===== src/rtl/imem_arbiter.sv =====
// Instruction-memory port arbiter: shares one single-port IMEM between
// the fetch unit and the program loader, bounding load runs ahead of fetch.
module imem_arbiter #(
    parameter int IDX_W        = 4,
    parameter int MAX_LOAD_RUN = 4
) (
    input  logic             clk,
    input  logic             rst_n,
    input  logic             fetch_req,
    input  logic [15:0]      fetch_addr,
    output logic             fetch_valid,
    output logic [15:0]      fetch_data,
    output logic             fetch_err,
    input  logic             load_req,
    input  logic [15:0]      load_addr,
    input  logic [15:0]      load_data,
    output logic             load_ack,
    output logic             load_err,
    output logic [IDX_W-1:0] mem_addr,
    output logic             mem_we,
    output logic [15:0]      mem_wdata,
    input  logic [15:0]      mem_rdata,
    output logic             busy
);

    localparam int RUN_W = $clog2(MAX_LOAD_RUN + 1);

    typedef enum logic [1:0] {
        IDLE,
        FETCH_RD,
        LOAD_WR
    } state_e;

    state_e           state_q, state_d;
    logic [RUN_W-1:0] load_run_q, load_run_d;
    logic             oor_q, oor_d;

    logic             fetch_valid_q, fetch_valid_d;
    logic [15:0]      fetch_data_q, fetch_data_d;
    logic             fetch_err_q, fetch_err_d;
    logic             load_ack_q, load_ack_d;
    logic             load_err_q, load_err_d;
    logic [IDX_W-1:0] mem_addr_q, mem_addr_d;
    logic             mem_we_q, mem_we_d;
    logic [15:0]      mem_wdata_q, mem_wdata_d;
    logic             busy_q, busy_d;

    logic fetch_oor;
    logic load_oor;
    logic run_full;
    logic grant_load;
    logic grant_fetch;
    logic unused_bits;

    // Byte addresses: bit 0 is don't-care, anything above the index is out of range.
    assign fetch_oor   = |fetch_addr[15:IDX_W+1];
    assign load_oor    = |load_addr[15:IDX_W+1];
    assign unused_bits = ^{fetch_addr[0], load_addr[0]};

    assign run_full    = (load_run_q == RUN_W'(MAX_LOAD_RUN));
    assign grant_load  = load_req && (!fetch_req || !run_full);
    assign grant_fetch = fetch_req && !grant_load;

    always_comb begin
        state_d       = state_q;
        load_run_d    = load_run_q;
        oor_d         = oor_q;
        fetch_valid_d = 1'b0;
        fetch_data_d  = fetch_data_q;
        fetch_err_d   = 1'b0;
        load_ack_d    = 1'b0;
        load_err_d    = 1'b0;
        mem_addr_d    = mem_addr_q;
        mem_we_d      = 1'b0;
        mem_wdata_d   = mem_wdata_q;

        unique case (state_q)
            IDLE: begin
                if (grant_load) begin
                    state_d     = LOAD_WR;
                    oor_d       = load_oor;
                    mem_addr_d  = load_addr[IDX_W:1];
                    mem_wdata_d = load_data;
                    mem_we_d    = !load_oor;
                    if (!run_full) begin
                        load_run_d = load_run_q + RUN_W'(1);
                    end
                end else if (grant_fetch) begin
                    state_d    = FETCH_RD;
                    oor_d      = fetch_oor;
                    mem_addr_d = fetch_addr[IDX_W:1];
                    load_run_d = '0;
                end else begin
                    load_run_d = '0;
                end
            end
            FETCH_RD: begin
                state_d       = IDLE;
                fetch_valid_d = 1'b1;
                fetch_err_d   = oor_q;
                fetch_data_d  = oor_q ? 16'h0000 : mem_rdata;
            end
            LOAD_WR: begin
                state_d    = IDLE;
                load_ack_d = 1'b1;
                load_err_d = oor_q;
            end
            default: begin
                state_d = IDLE;
            end
        endcase

        busy_d = (state_d != IDLE);
    end

    always_ff @(posedge clk or negedge rst_n) begin
        if (!rst_n) begin
            state_q       <= IDLE;
            load_run_q    <= '0;
            oor_q         <= 1'b0;
            fetch_valid_q <= 1'b0;
            fetch_data_q  <= '0;
            fetch_err_q   <= 1'b0;
            load_ack_q    <= 1'b0;
            load_err_q    <= 1'b0;
            mem_addr_q    <= '0;
            mem_we_q      <= 1'b0;
            mem_wdata_q   <= '0;
            busy_q        <= 1'b0;
        end else begin
            state_q       <= state_d;
            load_run_q    <= load_run_d;
            oor_q         <= oor_d;
            fetch_valid_q <= fetch_valid_d;
            fetch_data_q  <= fetch_data_d;
            fetch_err_q   <= fetch_err_d;
            load_ack_q    <= load_ack_d;
            load_err_q    <= load_err_d;
            mem_addr_q    <= mem_addr_d;
            mem_we_q      <= mem_we_d;
            mem_wdata_q   <= mem_wdata_d;
            busy_q        <= busy_d;
        end
    end

    assign fetch_valid = fetch_valid_q;
    assign fetch_data  = fetch_data_q;
    assign fetch_err   = fetch_err_q;
    assign load_ack    = load_ack_q;
    assign load_err    = load_err_q;
    assign mem_addr    = mem_addr_q;
    assign mem_we      = mem_we_q;
    assign mem_wdata   = mem_wdata_q;
    assign busy        = busy_q;

endmodule


===== config.mk =====
export PLATFORM = sky130hd
export DESIGN_NAME = imem_arbiter
export DESIGN_NICKNAME = d
export VERILOG_FILES = /design/src/rtl/imem_arbiter.sv
export SDC_FILE = /design/constraint.sdc
export NUM_CORES = 1
export LEC_CHECK = 0
export ABC_AREA = 1
export CAP_MARGIN = 15
export CORE_MARGIN = 4
export CORE_UTILIZATION = 35
export CTS_CLUSTER_DIAMETER = 60
export CTS_CLUSTER_SIZE = 12
export DETAILED_ROUTE_END_ITERATION = 10
export HOLD_SLACK_MARGIN = 0.03
export PLACE_DENSITY_LB_ADDON = 0.1
export SETUP_SLACK_MARGIN = 0.05
export SLEW_MARGIN = 20
export SYNTH_ARGS = -nofsm -noshare
export SYNTH_HDL_FRONTEND = slang
export SYNTH_SLANG_ARGS = --single-unit

===== constraint.sdc =====
create_clock -name clk -period 1.2 [get_ports clk]
set_input_delay 0.24 -clock clk [delete_from_list [all_inputs] [get_ports clk]]
set_output_delay 0.24 -clock clk [all_outputs]
set_load 0.005 [all_outputs]

==> impl_metrics.yaml <==
synthesis:
  muxShareOfSynthArea_pct: 0
  syn-cell-area_um2: 2040
  synth_seq_area_share_pct: 58.8
  ys_async_sr_fraction_pct: 100
  synth_flop_cell: "dfrtp_1"
  synth_fa_ha_area_share_pct: 1.23
  ys_ff_latch: 48
  synth_area_per_cell_um2: 8.96
  synth_edf_count: 0
  yosysWarnings: 0
  synth_xor_area_share_pct: 0
  synth_compound_area_share_pct: 6.37
  synthCells: 228
  synthesis.nets: 298
  synth_top_family_by_area: "simple AND/OR/NAND/NOR gates"
  synthDistinctLibCells: 26
  synth-simple-area-share_pct: 28.6
placement:
  placed_cells: 413
  portBuffers: 107
  routabilityCongestion: 0.739
  hpwl_mm: 3.78
  place_ws_ns: -0.283
pwr:
  leakage_nw: 1.73
  p_per_area_nw_per_um2: 1620
  ir_worst_vdd_v: 0.000738
critical_path:
  end_kind: "flip-flop"
  criticalPathCategory: "flip-flop to flip-flop"
  cp.required_ns: 1.39
  cp_data_arrival_time_ns: 1.49
  critPathMaxFanout: 11
  crit_path_start_kind: "flip-flop"
finish:
  layout.cells.non_filler: 446
  fin_nets: 443
  fin_util_pct: 66.5
  antenna_cells: 0
  syn2layout_area_growth_pct: 81.6
  drive_gt1_share_pct: 32.6
clock_tree:
  h-tree-depth: 2
  clock_latency_ns: 0.29
  cts-root-buf: "clkbuf_8"
  cts_max_path_buffers: 2
  numCtsBuffers: 5
  clk_pin_slew_ns: 0.09
  cts.sinks: 48
  cts_tree: "yes"
flow_run:
  drv_cap: 0
sta:
  fmax_mhz: 771
  holdWs_ns: 0.469
  rsz0062_at_grt: "yes"
  fin_crit_sh_pct: 108
  setup_violations: 36
  tightest_slew_ns: 0.367
  hold_viol_final: 0
  fin_crit_ns: 1.30
  slew_headroom_pct: 75.5
  skew_ns: 0.00727
  slew_viol_final: 0
  setup_slack_ns: -0.0968
grt:
  grt_pass1_vias: 1841
  antenna_found_initial: 0
  grtUsageTotal_pct: 14.6
  grt_start_max_net_pins: 49
  grt-ovfl-total: 0
  grt_pass1_wl_mm: 8.49
floorplan:
  dieWidth_um: 84.4
  core-area_um2: 5570
  start_util_pct: 36.6
  io_pins: 110
  die_h_um: 84.4
  die_area_um2: 7120
  rows: 27
drt:
  drc_errors: 0
  post_drt_via_cell_ratio: 4.47
  vias: 1993
  drt_iter0_drc: 53
  wire_per_inst_um: 13.2
  drt-total-wl_mm: 5.91
  antenna_left: 0
  firstDrtPassIters: 4
status:
  status: "complete, but fails checks"
  violations: "setup timing"
min_path:
  min_path_type: "input pin to flip-flop"
power by group:
part / internal [W] / total, W / switching, W
logic: 0.00142 / 0.00248 / 0.00105
clock network: 0.000619 / 0.00115 / 0.000526
registers: 0.00208 / 0.00239 / 0.000310
cell families (layout without fill, tap and decap cells):
logic type / Yosys count / in the layout
DFF: 48 / 48
and+or+nand+nor: 135 / 135
AOI/OAI and AO/OA: 25 / 25
adders and majority gates: 2 / 2
buffers and inverters: 18 / 164
what timing repair did:
| action | in CTS | in global routing |
|---|---|---|
| setup buffers | 3 | 17 |
| endpoints found under the hold margin | 48 | 0 |
| endpoints found under the setup margin | 68 | 70 |
| hold buffers | 1 | 0 |
| pin swaps | 1 | 7 |
| cloned | 0 | 4 |
| resized for setup | 95 | 77 |
metal layers:
metal / wire (um) / vias to the layer above / global-route usage [%] / share of wire, %
met5: 0 / - / 0 / 0
met4: 21 / 0 / 3.88 / 0.36
met3: 340 / 3 / 3.93 / 5.8
met2: 3100 / 55 / 25.5 / 53
met1: 2440 / 937 / 17.7 / 41
li1: - / 998 / - / -
flip-flops by register name (all words and copies together), names as in the netlist:
register / cells
mem_wdata: 16
busy: 1
load_err: 1
mem_we: 1
load_ack: 1
state_q: 2
load_run_q: 3
oor_q: 1
fetch_err: 1
mem_addr: 4
fetch_valid: 1
fetch_data: 16
placed cells by master, fill, tap and decap left out, drive strengths merged, types with 4 or more instances in the layout:
master         count
nand2             85
clkdlybuf4s50     64
dfrtp             48
nor2              40
clkbuf            37
buf               36
a21oi             16
clkdlybuf4s15     12
inv               11
nand3              5
o21ai              5
a31oi              4
worst paths after layout:
kind | slack (ns) | end | cells past startpoint | start
hold reg to reg | 0.48 | mem_wdata[6] | 2 | mem_wdata[6]
min in group asynchronous | 0.48 | fetch_data[4] | 3 | rst_n
setup reg to reg | -0.1 | mem_wdata[14] | 9 | load_run_q[1]
hold / removal | 0.47 | mem_wdata[3] | 3 | load_data[3]
setup / recovery | -0.1 | mem_wdata[14] | 9 | load_run_q[1]
max in group asynchronous | 0.51 | load_ack | 3 | rst_n
metrics by stage:
step	power, W	setup TNS (ns)	area (um^2)
after floorplan	0.00313	-0.520	2060
after global placement	0.00446	-5.42	3320
after detailed placement	0.00449	-6.30	3320
after CTS	0.00553	-1.46	3460
after global routing	0.00639	-4.37	3710
final	0.00601	-2.27	3710
cell usage after synthesis, types with 2 or more instances:
master,number,share of area [%]
nor2_4,2,1.1
a21oi_1,16,3.9
nor3_1,2,0.49
o21ai_0,5,1.2
nand3_1,4,0.98
dfrtp_1,48,59
nor2_1,37,6.8
and2_0,2,0.61
nand2_1,83,15
buf_4,2,0.74
a31oi_1,4,1.2
inv_1,8,1.5
ha_1,2,1.2
area by class of cell:
cell class / count / area [um^2]
tap: 72 / 90.1
multi-input combinational: 162 / 928
clock inverter: 2 / 35.0
fill: 464 / 1870
inverter: 12 / 57.6
sequential: 48 / 1200
clock buffer: 6 / 72.6
timing repair buffer: 144 / 1320
worst max-delay path: stages, from the launching register on:
cell and delay [ns]:
dfrtp_1 0.38, inv_2 0.07, ha_4 0.17, nand3_4 0.06
nand2_4 0.08, inv_8 0.09, nand2_8 0.07, buf_12 0.15
nand2_1 0.05, nand2_1 0.05
Note: power is estimated with default switching activity, not from simulation.
